<file path="config.mk">
export PLATFORM = sky130hd
export DESIGN_NAME = pwm_multi_gen
export DESIGN_NICKNAME = d
export VERILOG_FILES = /design/src/rtl/pwm_pkg.sv /design/src/rtl/pwm_chan.sv /design/src/rtl/pwm_multi_gen.sv
export SDC_FILE = /design/constraint.sdc
export NUM_CORES = 1
export LEC_CHECK = 0
export BUFFER_PORTS_ARGS = -buffer_cell sky130_fd_sc_hd__buf_2
export CAP_MARGIN = 20
export CORE_ASPECT_RATIO = 0.8
export CORE_MARGIN = 1.5
export CORE_UTILIZATION = 59
export DETAILED_ROUTE_END_ITERATION = 10
export GPL_ROUTABILITY_DRIVEN = 0
export MAX_ROUTING_LAYER = met4
export PLACE_DENSITY = 0.88
export REMOVE_ABC_BUFFERS = 1
export SLEW_MARGIN = 20
export SYNTH_ARGS = -nofsm -noshare
export SYNTH_HDL_FRONTEND = slang
export SYNTH_SLANG_ARGS = --single-unit
</file>
<file path="constraint.sdc">
create_clock -name clk -period 2.95 [get_ports clk]
set_input_delay 0.1475 -clock clk [delete_from_list [all_inputs] [get_ports clk]]
set_output_delay 0.1475 -clock clk [all_outputs]
set_load 0.05 [all_outputs]
</file>
<file path="src/rtl/pwm_pkg.sv">
// Shared types and defaults for the multi-channel PWM generator.
package pwm_pkg;

    localparam int DEF_WIDTH    = 8;
    localparam int DEF_CHANNELS = 4;

    typedef enum logic {
        PWM_EDGE,
        PWM_CENTER
    } pwm_mode_e;

    typedef enum logic {
        DIR_UP,
        DIR_DOWN
    } cnt_dir_e;

endpackage

</file>
<file path="src/rtl/pwm_chan.sv">
// One PWM channel: staged/active duty, comparator against the shared counter, output flop.
module pwm_chan
    import pwm_pkg::*;
#(
    parameter int WIDTH = DEF_WIDTH
) (
    input  logic             clk,
    input  logic             rst_n,
    input  logic             i_ena,
    input  logic             i_stage_we,
    input  logic             i_load,
    input  logic [WIDTH-1:0] i_duty,
    input  logic [WIDTH-1:0] i_cnt,
    output logic             o_pwm
);

    logic [WIDTH-1:0] r_stg_duty;
    logic [WIDTH-1:0] r_act_duty;
    logic [WIDTH-1:0] w_stg_next;

    // A write landing in the update cycle goes straight through to active.
    assign w_stg_next = i_stage_we ? i_duty : r_stg_duty;

    always_ff @(posedge clk) begin
        if (!rst_n) begin
            r_stg_duty <= '0;
            r_act_duty <= '0;
            o_pwm      <= 1'b0;
        end else begin
            r_stg_duty <= w_stg_next;
            if (i_load) begin
                r_act_duty <= w_stg_next;
            end
            o_pwm <= i_ena && (i_cnt < r_act_duty);
        end
    end

endmodule

</file>
<file path="src/rtl/pwm_multi_gen.sv">
// Multi-channel PWM generator: one shared up / up-down period counter, per-channel duty,
// all settings double-buffered and applied only at the period boundary.
module pwm_multi_gen
    import pwm_pkg::*;
#(
    parameter int WIDTH    = DEF_WIDTH,
    parameter int CHANNELS = DEF_CHANNELS
) (
    input  logic                      clk,
    input  logic                      rst_n,
    input  logic                      ena,
    input  logic                      wr_en,
    input  logic [WIDTH-1:0]          period_i,
    input  logic [CHANNELS*WIDTH-1:0] duty_i,
    input  logic                      center_i,
    output logic [CHANNELS-1:0]       pwm_o,
    output logic                      period_end_o
);

    logic [WIDTH-1:0] r_cnt;
    cnt_dir_e         r_dir;
    logic [WIDTH-1:0] r_stg_period;
    logic [WIDTH-1:0] r_act_period;
    pwm_mode_e        r_stg_mode;
    pwm_mode_e        r_act_mode;
    logic             r_started;

    logic [WIDTH-1:0] w_stg_period;
    pwm_mode_e        w_stg_mode;
    logic             w_last;
    logic             w_load;

    assign w_stg_period = wr_en ? period_i : r_stg_period;
    assign w_stg_mode   = wr_en ? (center_i ? PWM_CENTER : PWM_EDGE) : r_stg_mode;

    always_comb begin
        w_last = 1'b0;
        if (r_act_period == '0) begin
            w_last = 1'b1;
        end else if (r_act_mode == PWM_EDGE) begin
            w_last = (r_cnt == r_act_period);
        end else begin
            w_last = (r_cnt == WIDTH'(1)) && ((r_dir == DIR_DOWN) || (r_act_period == WIDTH'(1)));
        end
    end

    // r_started keeps the first cycle after reset from counting as an update cycle.
    assign w_load       = ena && r_started && w_last;
    assign period_end_o = w_load;

    always_ff @(posedge clk) begin
        if (!rst_n) begin
            r_cnt        <= '0;
            r_dir        <= DIR_UP;
            r_stg_period <= '0;
            r_act_period <= '0;
            r_stg_mode   <= PWM_EDGE;
            r_act_mode   <= PWM_EDGE;
            r_started    <= 1'b0;
        end else begin
            r_started    <= 1'b1;
            r_stg_period <= w_stg_period;
            r_stg_mode   <= w_stg_mode;
            if (w_load) begin
                r_act_period <= w_stg_period;
                r_act_mode   <= w_stg_mode;
            end
            if (ena) begin
                if (w_last) begin
                    r_cnt <= '0;
                    r_dir <= DIR_UP;
                end else if (r_act_mode == PWM_EDGE) begin
                    r_cnt <= r_cnt + 1'b1;
                end else if (r_dir == DIR_UP) begin
                    if (r_cnt == r_act_period) begin
                        r_dir <= DIR_DOWN;
                        r_cnt <= r_cnt - 1'b1;
                    end else begin
                        r_cnt <= r_cnt + 1'b1;
                    end
                end else begin
                    r_cnt <= r_cnt - 1'b1;
                end
            end
        end
    end

    for (genvar k = 0; k < CHANNELS; k++) begin : g_chan
        pwm_chan #(.WIDTH(WIDTH)) u_chan (
            .clk        (clk),
            .rst_n      (rst_n),
            .i_ena      (ena),
            .i_stage_we (wr_en),
            .i_load     (w_load),
            .i_duty     (duty_i[k*WIDTH +: WIDTH]),
            .i_cnt      (r_cnt),
            .o_pwm      (pwm_o[k])
        );
    end

endmodule
</file>
==> flow_summary.toml, run 1 <==
[power_and_ir_drop]
p_leak_nw = 2.67
powerDensity_nw_per_um2 = 875
total_power_mw = 4.55
irDropWorstVdd_mv = 0.433

[cts]
clk_pin_slew_ns = 0.08
clkSinkCount = 96
clockBufferDepth = 2
cts_hold_buf = 0
htreeDepth = 3
cts_tree = "done"
ctsRootBufferMaster = "clkbuf_8"
cts_buffers = 9
clock_latency_ns = 0.35

[placed_design]
portBuffers = 49
hpwl_um = 6220
place_area_um2 = 4940

[sta]
tns_ns = 0
min_period_over_period_pct = 96.1
max_slew_margin_pct = 44.9
slew_violations = 0
finalSetupViolations = 0
tightest_slew_ns = 0.826
hold_violations = 0
final.setup_skew_ns = 0.0103
period_minus_slack_ns = 2.84
max_freq_mhz = 353

[global_route]
grt_pass1_wl_um = 14700
grt_pass1_vias = 3256
antenna_found_initial = 0
grt.overflow.total = 0
track_usage_pct = 22.9
grt_max_degree = 85

[synth]
synthCells = 474
ys_warn_count = 0
synth.cell_area_um2 = 4680
ys_types = 49
synthArstFlopShare_pct = 0
ys_top_cells_by_area = "dfxtp_1 41%, mux2i_1 8.8%, o211a_1 8.8%"
ys.flop_type = "dfxtp_1"
ys_ff_latch = 96
synth-edff-count = 0
synth_top_area_share_pct = 41.1
seq_area_frac_synth_pct = 41.1
synth.largest_area_cell = "dfxtp_1"
synth.avg_cell_area_um2 = 9.87

[cells_and_area]
final_cell_mix = "96 x dfxtp_1, 50 x nand2_1, 48 x buf_2"
final_common_cell = "dfxtp_1"
syn_to_final_growth_pct = 11.2
post-route-util_pct = 69.1
finalNetCount = 585
n_antenna_cell = 0
drive_above_1_share_pct = 15.9
multiInputGateArea_um2 = 2440
finalInstanceArea_um2 = 5200
fill_cells = 593
seqCellArea_um2 = 1920

[critical_path]
cp_data_required_time_ns = 2.80
worstSetupStartpointType = "flop"
crit_path_end_kind = "output pin"
crit_path_start = "r_cnt[3]$_SDFFE_PN0P_"
cp_max_fo = 31
rrSetupSlack_ns = 0.31
critPathKind = "flop to output pin"
reg2reg_depth = 8
cp.arrival_ns = 2.69
reg2reg_to = "g_chan[1].u_chan.r_act_duty[6]$_SDFFE_PN0P_"
r2r_start = "r_cnt[3]$_SDFFE_PN0P_"

[floorplanning]
coreArea_um2 = 7530
rows = 28
dieHeight_um = 82.7
initial_core_util_pct = 62.1
ios = 50
die_area_um2 = 8480
die_w_um = 103

[drt]
dr.pass1.iters = 5
num_vias = 3453
drtIter0Drc = 161
antenna_left = 0
routedWlPerCell_um = 14.3
drc = 0
viasPerCell = 5.61
drt_wl_total_um = 8790

[hold_path]
hold_path_depth = 3
min_from = "duty_i[23]"
hold_class = "input pin to flop"
hold-path-endpoint = "g_chan[2].u_chan.r_stg_duty[7]$_SDFF_PN0_"

[status]
status = "complete, no violations"

[job]
cap_violations = 0
worst max-delay path, stage by stage, from the launching register on:
cell      delay, ns
dfxtp_1        0.45
or4_1          0.56
nor4_1         0.41
o21ai_2        0.18
a21oi_4        0.26
buf_12         0.21
clkbuf_4       0.25
registers in the layout (all words and copies together) (netlist names):
signal / count
r_stg_period: 8
g_chan.u_chan.r_stg_duty: 32
g_chan.u_chan.r_act_duty: 32
r_started: 1
r_act_mode: 1
r_act_period: 8
r_stg_mode: 1
g_chan.u_chan.o_pwm: 4
r_dir: 1
r_cnt: 8
layout make-up:
cell class / count / share of cell area, %
Sequential cell: 96 / 36.9
Multi-Input combinational cell: 311 / 46.9
Inverter: 32 / 2.31
Timing Repair Buffer: 59 / 6.68
Clock buffer: 9 / 2.38
Tap cell: 105 / 2.52
Clock inverter: 4 / 2.31
routing by layer:
metal  vias to the layer above  part of all wire, %  wire length (um)  global-route usage (%)
met5                         -                    0                 0                       -
met4                         0                  1.4               119                    5.34
met3                        21                  5.7               505                    6.14
met2                       106                   47              4110                    37.4
met1                      1607                   46              4060                    28.7
li1                       1719                    -                 -                       -
how the worst max path moves through the flow:
stage                                                   to  slack (ns)  cells after the start
2_1_floorplan  g_chan[0].u_chan.r_act_duty[0]$_SDFFE_PN0P_       -2.38                      6
3_3_place_gp                         r_cnt[2]$_SDFFE_PN0P_        0.53                      8
3_5_place_dp                         r_cnt[7]$_SDFFE_PN0P_        0.42                      8
4_1_cts                                       period_end_o        0.09                      6
5_1_grt                                       period_end_o       -0.01                      6
6_report                                      period_end_o        0.11                      6
cells in the mapped netlist, types with 2 or more instances:
master,count
a211o_1,4
a211oi_1,4
a21boi_1,2
a21o_1,8
a21oi_1,6
a31oi_1,4
and2_1,4
and3b_1,3
buf_1,3
buf_2,3
buf_4,9
buf_6,6
clkbuf_1,14
dfxtp_1,96
ha_1,31
inv_1,31
mux2i_1,41
nand2_1,50
nand2b_1,6
nand3b_1,3
nand4_1,6
nor2_1,6
nor2b_1,42
nor3_1,2
nor4_2,2
o2111ai_1,4
o211a_1,41
o21ai_0,7
o21ai_1,2
o21bai_1,4
o22a_1,3
or3_1,2
or4_1,2
xor2_1,8
power breakdown:
group / internal, mW / total [mW] / switching [mW]
Clock: 0.635 / 1.04 / 0.410
Sequential: 1.49 / 1.68 / 0.185
Combinational: 0.808 / 1.83 / 1.03
Total: 2.93 / 4.55 / 1.62
cells by family (layout without fill, tap and decap cells):
kind of cell | after synthesis | count (layout) | synth area share [%]
AOI/OAI and AO/OA | 96 | 96 | 17.2
xor gates and xnor gates | 9 | 9 | 1.85
adders and majority gates | 31 | 31 | 8.29
buffers and inverters | 67 | 104 | 7.14
DFF | 96 | 96 | 41.1
muxes | 41 | 41 | 8.77
and+or+nand+nor | 134 | 134 | 15.7
stage by stage:
stage | hold slack, ns | instances | setup slack, ns
2_1_floorplan | 0.175 | 439 | -2.38
3_3_place_gp | 0.431 | 601 | 0.527
3_5_place_dp | 0.441 | 601 | 0.418
4_1_cts | 0.0605 | 614 | 0.0920
5_1_grt | 0.0630 | 616 | -0.0118
6_report | 0.0751 | 616 | 0.114
what timing repair did:
item                                    4_1_cts  5_1_grt
setup buffers                                 0        2
endpoints found under the setup margin        0        1
resized for setup                             0        2
Note: power is estimated with default switching activity, not from simulation.
==> inputs of run 2 (changes only) <==
ABC_CLOCK_PERIOD_IN_PS = 2950   (was default)
CELL_PAD_IN_SITES_DETAIL_PLACEMENT = 0   (was default)
CELL_PAD_IN_SITES_GLOBAL_PLACEMENT = 2   (was default)
CORE_UTILIZATION = 37   (was 59)
PLACE_DENSITY = 0.87   (was 0.88)
==> flow_summary.toml, run 2 (synthesis gave the netlist of run 1 again) <==
[critical_path]
cpLargestDelayFamily = "simple AND/OR/NAND/NOR gates"
cp_max_fo = 21
reg2reg_to = "r_cnt[3]$_SDFFE_PN0P_"
crit_path_start = "r_cnt[2]$_SDFFE_PN0P_"
cp_data_required_time_ns = 2.80
worstSetupStartpointType = "flop"
slowest_delay_ns = 0.58
cp.arrival_ns = 2.61
worstPathBufferInverterCount = 2
crit_path_cell_trace = "or4_1, nor4_1, o21ai_1, a21oi_4, buf_4, buf_2"
crit_path_end_kind = "output pin"
crit_cells = 6
rrSetupSlack_ns = 0.42
reg2reg_depth = 6
cp-endpoint = "period_end_o"
critPathSlowestCell = "or4_1"
critPathKind = "flop to output pin"
r2r_start = "r_cnt[5]$_SDFFE_PN0P_"

[cts]
cts_resized = 0
clock_latency_ns = 0.34
htreeDepth = 3
clkSinkCount = 96
cts_tree = "done"
cts_buffers = 9
clockBufferDepth = 2
cts_hold_buf = 0
ctsRootBufferMaster = "clkbuf_16"
cts_post_setup_buffers_inserted = 0
clk_pin_slew_ns = 0.06

[cells_and_area]
finalInstanceArea_um2 = 5330
syn_to_final_growth_pct = 13.9
reg.largest.list = "g_chan.u_chan.r_act_duty x32, g_chan.u_chan.r_stg_duty x32"
finalNetCount = 584
n_antenna_cell = 0
drive_above_1_share_pct = 15.4
multiInputGateArea_um2 = 2430
seqCellArea_um2 = 1920
fill_cells = 1260
final_cells = 684
final_common_cell = "dfxtp_1"
final_cell_mix = "96 x dfxtp_1, 50 x nand2_1, 49 x buf_2"

[sta]
max_slew_margin_pct = 50.7
tns_ns = 0
min_period_over_period_pct = 93.4
hold_violations = 0
rsz0062_at_grt = "no"
max_freq_mhz = 363
tightest_slew_ns = 0.739
finalSetupViolations = 0
slew_violations = 0
period_minus_slack_ns = 2.76
final.setup_skew_ns = 0.00656

[placed_design]
dpl.cell_count = 668
place_area_um2 = 5030
portBuffers = 49
hpwl_um = 6380

[drt]
antenna_left = 0
dr.pass1.iters = 4
num_vias = 3364
drc = 0
drtIter0Drc = 138
drt_wl_total_um = 8860
routedWlPerCell_um = 13.0
viasPerCell = 4.92

[floorplanning]
ios = 50
coreArea_um2 = 12300
die_w_um = 129
dieHeight_um = 104
die_area_um2 = 13300
rows = 36
initial_core_util_pct = 38.2

[status]
status = "complete, no violations"

[global_route]
grt_pass1_vias = 3254
grt_max_degree = 63
grt.overflow.total = 0
grt_pass1_wl_um = 15100
track_usage_pct = 14.5
antenna_found_initial = 0

[job]
cap_violations = 0

[power_and_ir_drop]
total_power_mw = 4.62
irDropWorstVdd_mv = 0.323
p_leak_nw = 2.68
powerDensity_nw_per_um2 = 866

[hold_path]
hold_class = "input pin to flop"
==> run 2: metal layers <==
metal | GRT usage, % | part of all wire (%)
met3 | 4.24 | 4.6
met1 | 19.7 | 53
met2 | 21.3 | 42
met4 | 3.53 | 0.96
met5 | - | 0
==> run 2: how the worst min path moves through the flow <==
stage | startpoint | endpoint | cells after the start
floorplan | rst_n | r_started$_DFF_P_ | 0
global placement | duty_i[5] | g_chan[0].u_chan.r_stg_duty[5]$_SDFF_PN0_ | 3
detailed placement | duty_i[27] | g_chan[3].u_chan.r_stg_duty[3]$_SDFF_PN0_ | 3
CTS | duty_i[27] | g_chan[3].u_chan.r_stg_duty[3]$_SDFF_PN0_ | 3
global route | duty_i[23] | g_chan[2].u_chan.r_stg_duty[7]$_SDFF_PN0_ | 3
finish | duty_i[27] | g_chan[3].u_chan.r_stg_duty[3]$_SDFF_PN0_ | 3
==> run 2: per-stage QoR <==
step                      hold slack, ns  utilization (%)  setup slack (ns)
after floorplan                    0.175                -             -2.38
after global placement             0.432             41.0             0.581
after detailed placement           0.440             41.0             0.506
after CTS                         0.0822             43.5             0.183
after global routing              0.0938             43.5            0.0450
final                             0.0908             43.5             0.194
==> run 2: tightest hold or removal path, delay by kind of cell <==
kind / cells / cell delay [ns]
and+or+nand+nor: 1 / 0.10
buffers and inverters: 1 / 0.07
muxes: 1 / 0.07
==> run 2: where the power goes <==
group          leakage, nW  switching (mW)  internal [mW]
clock network        0.143           0.465          0.704
registers            0.788           0.179           1.49
logic                 1.75            1.01          0.767
total                 2.68            1.65           2.96
==> run 2: final cells by class <==
type / count / share of cell area (%)
Sequential cell: 96 / 36.1
Multi-Input combinational cell: 311 / 45.7
Clock inverter: 2 / 0.704
Tap cell: 171 / 4.01
Timing Repair Buffer: 58 / 6.34
Inverter: 32 / 2.25
Clock buffer: 14 / 4.95
